==> src/rtl/win_pkg.sv <==
// Shared widths and defaults for the windowed multiplier arbiter slice.
package win_pkg;

  localparam int DATA_W      = 8;
  localparam int PROD_W      = 16;
  localparam int NUM_REQ_DEF = 4;
  localparam int ID_W_DEF    = 2;

  typedef logic [DATA_W-1:0] data_t;
  typedef logic [PROD_W-1:0] prod_t;

  // Full-width unsigned product; both operands are widened first so nothing is truncated.
  function automatic prod_t mul_full(input data_t a, input data_t b);
    return PROD_W'(a) * PROD_W'(b);
  endfunction

endpackage

==> src/rtl/win_mul_8.sv <==
// Combinational 8x8 unsigned multiplier shared by all requesters.
module win_mul_8
  import win_pkg::*;
(
  input  logic [DATA_W-1:0] a,
  input  logic [DATA_W-1:0] b,
  output logic [PROD_W-1:0] p
);

  assign p = mul_full(a, b);

endmodule

==> src/rtl/win_mul_arb.sv <==
// Round-robin arbiter feeding one shared multiplier through a two-stage
// (operand, result) pipeline with valid/ready handshakes on both sides.
module win_mul_arb
  import win_pkg::*;
#(
  parameter int NUM_REQ = NUM_REQ_DEF,
  parameter int ID_W    = ID_W_DEF
) (
  input  logic                      clk,
  input  logic                      rst_n,
  input  logic [NUM_REQ-1:0]        req_valid,
  output logic [NUM_REQ-1:0]        req_ready,
  input  logic [NUM_REQ*DATA_W-1:0] req_a,
  input  logic [NUM_REQ*DATA_W-1:0] req_b,
  output logic                      rsp_valid,
  input  logic                      rsp_ready,
  output logic [PROD_W-1:0]         rsp_data,
  output logic [ID_W-1:0]           rsp_id,
  output logic                      busy
);

  localparam logic [ID_W:0]   NUM_REQ_W = (ID_W+1)'(NUM_REQ);
  localparam logic [ID_W-1:0] LAST_RST  = ID_W'(NUM_REQ - 1);

  logic [DATA_W-1:0] op_a [NUM_REQ];
  logic [DATA_W-1:0] op_b [NUM_REQ];

  logic              s1_v_reg;
  logic [DATA_W-1:0] s1_a_reg;
  logic [DATA_W-1:0] s1_b_reg;
  logic [ID_W-1:0]   s1_id_reg;

  logic              rsp_valid_reg;
  logic [PROD_W-1:0] rsp_data_reg;
  logic [ID_W-1:0]   rsp_id_reg;
  logic [ID_W-1:0]   last_grant_reg;

  logic [ID_W:0]     rr_idx;
  logic [ID_W-1:0]   win_id;
  logic              win_found;
  logic [NUM_REQ-1:0] win_onehot;

  logic              s2_adv;
  logic              s1_adv;
  logic              s1_can;
  logic              hs;
  logic [PROD_W-1:0] prod;

  genvar gi;
  generate
    for (gi = 0; gi < NUM_REQ; gi++) begin : g_req
      assign op_a[gi]       = req_a[gi*DATA_W +: DATA_W];
      assign op_b[gi]       = req_b[gi*DATA_W +: DATA_W];
      assign win_onehot[gi] = win_found && (win_id == ID_W'(gi));
    end
  endgenerate

  // Scan from the requester after the last winner, wrapping, and keep the first valid hit.
  always_comb begin
    rr_idx    = '0;
    win_id    = '0;
    win_found = 1'b0;
    for (int k = 1; k <= NUM_REQ; k++) begin
      rr_idx = {1'b0, last_grant_reg} + (ID_W+1)'(k);
      if (rr_idx >= NUM_REQ_W) rr_idx = rr_idx - NUM_REQ_W;
      if (!win_found && req_valid[rr_idx[ID_W-1:0]]) begin
        win_found = 1'b1;
        win_id    = rr_idx[ID_W-1:0];
      end
    end
  end

  assign s2_adv = !rsp_valid_reg || rsp_ready;
  assign s1_adv = s1_v_reg && s2_adv;
  assign s1_can = !s1_v_reg || s1_adv;

  // Gating by rst_n keeps requesters from seeing an accept while state is held in reset.
  assign req_ready = (rst_n && s1_can) ? win_onehot : '0;
  assign hs        = |req_ready;

  win_mul_8 u_mul (
    .a (s1_a_reg),
    .b (s1_b_reg),
    .p (prod)
  );

  always_ff @(posedge clk or negedge rst_n) begin
    if (!rst_n) begin
      s1_v_reg  <= 1'b0;
      s1_a_reg  <= '0;
      s1_b_reg  <= '0;
      s1_id_reg <= '0;
    end else if (s1_can) begin
      s1_v_reg <= hs;
      if (hs) begin
        s1_a_reg  <= op_a[win_id];
        s1_b_reg  <= op_b[win_id];
        s1_id_reg <= win_id;
      end
    end
  end

  always_ff @(posedge clk or negedge rst_n) begin
    if (!rst_n) begin
      rsp_valid_reg <= 1'b0;
      rsp_data_reg  <= '0;
      rsp_id_reg    <= '0;
    end else if (s2_adv) begin
      rsp_valid_reg <= s1_v_reg;
      if (s1_adv) begin
        rsp_data_reg <= prod;
        rsp_id_reg   <= s1_id_reg;
      end
    end
  end

  always_ff @(posedge clk or negedge rst_n) begin
    if (!rst_n) begin
      last_grant_reg <= LAST_RST;
    end else if (hs) begin
      last_grant_reg <= win_id;
    end
  end

  assign rsp_valid = rsp_valid_reg;
  assign rsp_data  = rsp_data_reg;
  assign rsp_id    = rsp_id_reg;
  assign busy      = s1_v_reg || rsp_valid_reg;

endmodule

==> config.mk <==
export PLATFORM = sky130hd
export DESIGN_NAME = win_mul_arb
export DESIGN_NICKNAME = d
export VERILOG_FILES = /design/src/rtl/win_pkg.sv /design/src/rtl/win_mul_8.sv /design/src/rtl/win_mul_arb.sv
export SDC_FILE = /design/constraint.sdc
export NUM_CORES = 1
export LEC_CHECK = 0
export ABC_AREA = 1
export ABC_CLOCK_PERIOD_IN_PS = 4750
export CAP_MARGIN = 15
export CORE_MARGIN = 4
export CORE_UTILIZATION = 50
export DETAILED_ROUTE_END_ITERATION = 10
export PLACE_DENSITY = 0.8
export SLEW_MARGIN = 20
export SYNTH_ARGS = -nofsm -noshare
export SYNTH_HDL_FRONTEND = slang
export SYNTH_HIERARCHICAL = 1
export SYNTH_SLANG_ARGS = --single-unit
export TNS_END_PERCENT = 30
==> constraint.sdc <==
create_clock -name clk -period 4.75 [get_ports clk]
set_input_delay 0.95 -clock clk [delete_from_list [all_inputs] [get_ports clk]]
set_output_delay 0.95 -clock clk [all_outputs]
set_load 0.1 [all_outputs]
==> results, run 1 <==
- The flow ran to the end, and the final reports show no timing, DRC or antenna violations.
- The commonest cells after synthesis are 251 x sky130_fd_sc_hd__nand2_1, 195 x sky130_fd_sc_hd__inv_1, 77 x sky130_fd_sc_hd__nand3_1, 38 x sky130_fd_sc_hd__dfrtp_1.
- Counting every instance in the synthesized netlist gives 748.
- The most numerous cell in the Yosys netlist is sky130_fd_sc_hd__nand2_1.
- In this run the tool buffered the top-level ports with 94 buffer cells.
- The total negative slack is 0 ps.
- For the worst-skew pair, the clock arrives at the later sink with an insertion delay of 310 ps.
- For this configuration, the core starts out at a cell density of 51.2%.
- The arrival time of the worst setup path is about 4400 ps.
- The launching element type of the critical path is a flop.
- The register with the most flip-flops in the layout has 16 of them.
- After global routing the overflow that remains totals 0.
- The via density per instance is roughly 4.8.
- The final hold slack is between 500 and 600 ps.
- Once detail routing completed, the nets flagged for antenna violations numbered 0.
- When the netlist entered floorplanning its net count stood at between 800 and 900.
- The per-instance average area after synthesis is 6.69 um^2.
- In this run the biggest area consumer among cell types represents between 10% and 20% of the synthesized area.
- Setup violations remaining at the end of the flow were counted as 0.
- The largest net degree at the start of global routing is a little over 40.
- The share of the Yosys chip area taken by registers is approximately a fifth.
- Max-cap violations in this run came to 0.
- The clock arrives with about 14 ps of skew.
- Setup repair after global routing left no endpoint under its margin.
- The synthesized netlist occupies a cell area of around 5000 um^2.
- Relative to the synthesized area, the layout overhead comes to 22.3%.
- Dividing the final minimum period by the clock period gives ~88%.
- The storage element area is between 1000 and 1500 um^2.
- The number of remaining DRC errors is 0.
- The DRC violation total after the first TritonRoute iteration is around 250.
- For this run, the leading register cell type out of synthesis is sky130_fd_sc_hd__dfrtp_1.
- The largest fanout of any net on the critical path is 9.
- Counting I/O delays and the setup requirement, the final critical path takes 4190 ps.
- The highest achievable clock rate is between 200 and 250 MHz.
- Once the clock tree was built, the setup fixing pass inserted 0 buffers.
- The maximum buffer depth of the clock tree is 2.
- The tightest min-delay check is of the reg2reg type.
- The biggest area consumer among synthesized cells is sky130_fd_sc_hd__dfrtp_1.
- The count of hold buffers inserted by post-cts repair is 0.
- Post-CTS repair changed the size of 0 cells.
- The final hold violation count is 0.
- The number of CTS-inserted buffers is 5.
- The routed layout has 4560 vias.
- The final-report max-slew violation count is 0.
- The post-route netlist has roughly 6.8% of its cells at a drive strength greater than 1.
- The core outline area is 9770 um^2.
- The total routing usage reported by global routing is 20.3%.
- Dividing the detail-routed wire length by the instance count gives 12.2 um.
- At the worst endpoint, the required time is around 5000 ps.
- CTS built an H-tree with a depth of 2.
- The wire-length estimate of the detail-placed layout is 9730 um.
- The die area is around 12000 um^2.
- The number of different library cells in the post-synthesis netlist is 30.
- STA classifies the critical path endpoint as a flop.
- The number of inserted filler cells in the final layout is approximately 880.
- The number of diodes is 0.
- The final weighted congestion of routability-driven global placement is approximately 0.95.
- The number of warnings printed during yosys synthesis is 6.
- The global-route wire length before repair is approximately 20000 um.
- By area the synthesized netlist is led by sky130_fd_sc_hd__dfrtp_1 19%, sky130_fd_sc_hd__nand2_1 19%, sky130_fd_sc_hd__inv_1 15%.
- After the last flow step, the layout net total stands at 962.
- The first TritonRoute pass finished after 5 iterations.
- The floorplan has 36 rows.
- In the synthesized netlist the async set-or-reset flop fraction comes to 100%.
- Headroom to the max-slew limit came out at 33.8%.
- The number of antenna violations at the first check in global routing is 0.
- The via count of the first global-routing pass came to 4446.
- The transition time at the pin with the least slew margin is approximately 1000 ps.
- Synthesis inferred 40 register bits.
- The horizontal extent of the die is 108 um.
- The number of flops mapped to enable cells by yosys is 0.
- The cell chosen for the clock root is sky130_fd_sc_hd__clkbuf_8.
- The total clock sinks is 40.
- The multi-input combinational cell area is 3070 um^2.
- After clock tree synthesis, the clock-pin slew on the worst setup and hold paths is about 90 ps.
- By startpoint and endpoint, the worst setup path is classified as reg2reg.
- The wire length reported by the detailed router is ~12000 um.
- TritonCTS built the clock tree.
- 95 I/O pins were placed.
- The die is around 110 um tall.
==> worst max-delay path: stages, from the launching register on <==
cell	delay, ps
sky130_fd_sc_hd__dfrtp_1	520
sky130_fd_sc_hd__nand2_1	130
sky130_fd_sc_hd__fa_1	520
sky130_fd_sc_hd__fa_1	540
sky130_fd_sc_hd__inv_1	50
sky130_fd_sc_hd__fa_1	530
sky130_fd_sc_hd__inv_1	50
sky130_fd_sc_hd__fa_1	530
sky130_fd_sc_hd__inv_1	40
sky130_fd_sc_hd__ha_1	340
sky130_fd_sc_hd__nand2_1	90
sky130_fd_sc_hd__inv_1	80
sky130_fd_sc_hd__nand2_1	70
sky130_fd_sc_hd__a21oi_1	180
sky130_fd_sc_hd__nor2_1	60
sky130_fd_sc_hd__nand2_1	50
sky130_fd_sc_hd__nand2_1	50
sky130_fd_sc_hd__mux2_2	260
==> layout by cell type, fill, tap and decap left out, types with 5 or more instances in the layout <==
cell                                n
sky130_fd_sc_hd__clkbuf_8           5
sky130_fd_sc_hd__xor2_1             5
sky130_fd_sc_hd__nand4_1            6
sky130_fd_sc_hd__o21ai_0            6
sky130_fd_sc_hd__clkdlybuf4s50_1   89
sky130_fd_sc_hd__fa_1              36
sky130_fd_sc_hd__nand3_1           77
sky130_fd_sc_hd__nand2_2            8
sky130_fd_sc_hd__dfrtp_1           38
sky130_fd_sc_hd__mux2_2            16
sky130_fd_sc_hd__nor2_1            14
sky130_fd_sc_hd__nand2_1          251
sky130_fd_sc_hd__a21oi_1            5
sky130_fd_sc_hd__inv_1            195
sky130_fd_sc_hd__ha_1              36
==> area by class of cell <==
cell class / instances / area share (%)
clock buffer: 5 / 1.13
clock inverter: 3 / 0.757
inverter: 199 / 12.3
multi-input combinational: 475 / 50.3
sequential: 40 / 16.4
tap: 133 / 2.72
timing repair buffer: 98 / 16.5
==> kinds of logic after synthesis <==
logic type,after synthesis,share of synthesized area (%)
AND/OR/NAND/NOR,365,31.5
buffers and inverters,233,18.5
adder cells (fa/ha/maj),72,23.4
flip-flops,40,20.1
multiplexers,16,3.60
AO/OA/AOI/OAI,15,1.75
XOR/XNOR,7,1.23
==> worst paths after layout <==
kind / start / slack, ps / depth (start not counted) / end
max in group asynchronous: rst_n / 3640 / 2 / last_grant_reg[0]
min in group asynchronous: rst_n / 750 / 2 / rsp_data[11]
hold reg to reg: rsp_id[1] / 500 / 2 / rsp_id[1]
setup reg to reg: s1_a_reg[0] / 560 / 17 / rsp_data[11]
hold / removal: rsp_id[1] / 500 / 2 / rsp_id[1]
setup / recovery: s1_a_reg[0] / 560 / 17 / rsp_data[11]
==> per-stage QoR <==
| stage | utilization [%] | instance area, um^2 | setup slack, ps | cells |
|---|---|---|---|---|
| after floorplan | - | 5000 | 710 | 748 |
| after global placement | 61.4 | 6000 | 655 | 945 |
| after detailed placement | 61.4 | 6000 | 564 | 945 |
| after CTS | 62.6 | 6110 | 550 | 953 |
| after global routing | 62.6 | 6110 | 282 | 953 |
| final | 62.6 | 6110 | 556 | 953 |
==> per-layer routing <==
| metal | routed length (um) | vias to the layer above | GRT usage [%] |
|---|---|---|---|
| met1 | 5140 | 2070 | 27.3 |
| met2 | 5550 | 152 | 34.5 |
| li1 | - | 2322 | - |
| met4 | 187 | 0 | 5.41 |
| met5 | 0 | - | 0 |
| met3 | 711 | 16 | 2.99 |
Power of run 1 is not shown: default switching activity piles up to over one toggle a cycle in this logic, so the estimate is an artifact.
==> inputs of run 2 (changes only) <==
Settings changed: CORE_UTILIZATION 50 to 30, PLACE_DENSITY 0.8 to 0.54.
==> results, run 2 (same netlist as run 1, synthesis figures left out) <==
- The final hold violation count is 0.
- At the pin with the least slew margin, the transition time is 1030 ps.
- After clock tree synthesis, the clock-pin slew on the worst setup and hold paths is roughly 60 ps.
- The critical path capture point type is a flop.
- The flow ran to the end, and the final reports show no timing, DRC or antenna violations.
- The buffers inserted during post-CTS setup optimization is 0.
- The first TritonRoute pass finished after 4 iterations.
- The layer flagged by global routing as most heavily used is met2.
- Setup violations remaining at the end of the flow were counted as 0.
- The tightest min-delay check is of the reg2reg type.
- OpenSTA, run right after detailed placement, puts the worst setup slack at 566 ps.
- The clock latency reported for the late side of the worst-skew pair is 280 ps.
- The area growth from synthesis to layout is 25.6%.
- The number of vias in the routed layout is between 4000 and 5000.
- The worst path meets setup with between 500 and 600 ps of slack.
- The largest fanout of any net on the critical path is 9.
- Counting instances, the worst hold path has a depth of 2.
- The first global-routing pass estimated between 20000 and 25000 um of wire.
- The final setup skew is approximately 4.9 ps.
- The count of hold buffers inserted by post-cts repair is 0.
- The critical path required time is around 5000 ps.
- The clock tree synthesis step divided the H-tree into 2 levels.
- The via count of the first global-routing pass is between 4000 and 5000.
- The worst setup path is of the reg2reg kind.
- The die is around 140 um tall.
- Adding up every negative setup slack in the final design gives 0 ps.
- The number of remaining DRC errors is 0.
- Once the floorplan was initialized, standard cells occupied between 30% and 40% of the core.
- Of the available clock period, the critical path in the final layout requires between 80 and 90%.
- The clock passes through at most 2 buffers.
- The most common cell after layout, fill and taps aside is sky130_fd_sc_hd__nand2_1.
- In the routed layout, each cell is associated on average with a via count of about 4.3.
- The number of antenna violations at the first check in global routing is 0.
- The clock tree from TritonCTS is done.
- The highest achievable clock rate is between 200 and 250 MHz.
- The met2 capacity usage during global routing is 21.4%.
- Dividing the detail-routed wire length by the instance count gives 11.6 um.
- For met1 alone, demand over resource in global routing was between 10% and 20%.
- Measured along the x axis, the die boundary spans roughly 140 um.
- The floorplan step defined a die boundary enclosing roughly 19000 um^2.
- The post-cts repair resize count is 0.
- The met3 global-route usage is about 4.0%.
- The largest net degree at the start of global routing is 41.
- The number of antenna diodes in the final layout is 0.
- The total of buffers placed on input and output ports is 94.
- The launching element type of the critical path is a flop.
- For this block, the routed nets add up to around 12000 um of wire.
- Setup repair after global routing left no endpoint under its margin.
- The shortest period the worst path allows is about 4200 ps.
- The worst pin sits at a relative slew slack of ~31%.
- The congestion estimate from routability-driven global placement came to 0.889.
- Pin placement for this block handled 95 I/O pins.
- The cell sitting at the root of the clock tree is a sky130_fd_sc_hd__clkbuf_16.
- The fraction of layout cells with a size suffix above 1 is around 6.9%.
- The core outline area is between 15000 and 20000 um^2.
- The length in cells of the worst reg-to-reg path is 17.
- The arrival time of the worst setup path is approximately 4400 ps.
- The final-report max-slew violation count is 0.
- Global routing used 13.5% of the available tracks across all layers.
- The number of CTS-inserted buffers is 5.
- The total clock sinks is 40.
- The tool flagged a number of max-cap violations equal to 0.
- The library cells used most frequently in the layout, excluding fill and tap cells, are 251 x sky130_fd_sc_hd__nand2_1, 195 x sky130_fd_sc_hd__inv_1, 89 x sky130_fd_sc_hd__clkdlybuf4s50_1.
- After the first detailed-routing iteration, the DRC count stood at roughly 190.
- The flip-flop count of the largest register after layout is 16.
- The final global-route overflow total is 0.
- The residual antenna-violating net count after detailed routing is 0.
- The sum of net half-perimeters after detailed placement is between 9000 and 10000 um.
- In the final design database the tool counted 964 nets.
- In this run the core area contains 46 standard-cell rows.
run 2: cell count changes in the layout (fill, tap and decap cells not counted):
| cell | before | now |
|---|---|---|
| sky130_fd_sc_hd__buf_4 | 4 | 6 |
| sky130_fd_sc_hd__clkbuf_1 | 0 | 1 |
| sky130_fd_sc_hd__clkinv_2 | 0 | 1 |
| sky130_fd_sc_hd__clkbuf_8 | 5 | 0 |
| sky130_fd_sc_hd__inv_6 | 1 | 0 |
| sky130_fd_sc_hd__clkbuf_16 | 0 | 5 |
| sky130_fd_sc_hd__clkinvlp_4 | 1 | 0 |
run 2: area by class of cell:
class                           count  area, um^2
Fill cell                        1772        9830
Inverter                          199         749
Clock inverter                      2        35.0
Timing Repair Buffer              100        1020
Sequential cell                    40        1000
Clock buffer                        6         129
Tap cell                          216         270
Multi-Input combinational cell    475        3070
run 2: through the flow:
stage               util, %  cell area (um^2)  cells  hold WS, ps
finish                 39.0              6280   1038          489
global route           39.0              6280   1038          512
CTS                    39.0              6280   1038          497
detailed placement     38.0              6120   1030          478
global placement       38.0              6120   1030          473
floorplan                 -              5000    748          447
run 2: worst paths after layout:
path	from	endpoint	slack [ps]
worst max-delay path	s1_a_reg[0]	rsp_data[11]	560
worst min-delay path	rsp_id[0]	rsp_id[0]	490
worst max register to register	s1_a_reg[0]	rsp_data[11]	560
worst min register to register	rsp_id[0]	rsp_id[0]	490
max in group asynchronous	rst_n	last_grant_reg[0]	3590
min in group asynchronous	rst_n	rsp_data[5]	790
run 2: per-layer routing:
layer / part of all wire, % / vias up / wire, um
met5: 0 / - / 0
met4: 0.24 / 0 / 29
met3: 8.7 / 2 / 1050
met2: 44 / 117 / 5310
met1: 47 / 1972 / 5620
li1: - / 2336 / -
run 2: critical path, stage by stage, from the launching register on:
cell	delay, ps
sky130_fd_sc_hd__dfrtp_1	500
sky130_fd_sc_hd__nand2_1	130
sky130_fd_sc_hd__fa_1	530
sky130_fd_sc_hd__fa_1	540
sky130_fd_sc_hd__inv_1	50
sky130_fd_sc_hd__fa_1	520
sky130_fd_sc_hd__inv_1	50
sky130_fd_sc_hd__fa_1	520
sky130_fd_sc_hd__inv_1	40
sky130_fd_sc_hd__ha_1	350
sky130_fd_sc_hd__nand2_1	90
sky130_fd_sc_hd__inv_1	80
sky130_fd_sc_hd__nand2_1	70
sky130_fd_sc_hd__a21oi_1	180
sky130_fd_sc_hd__nor2_1	60
sky130_fd_sc_hd__nand2_1	50
sky130_fd_sc_hd__nand2_1	50
sky130_fd_sc_hd__mux2_2	250
Power of run 2 is left out for the same reason.
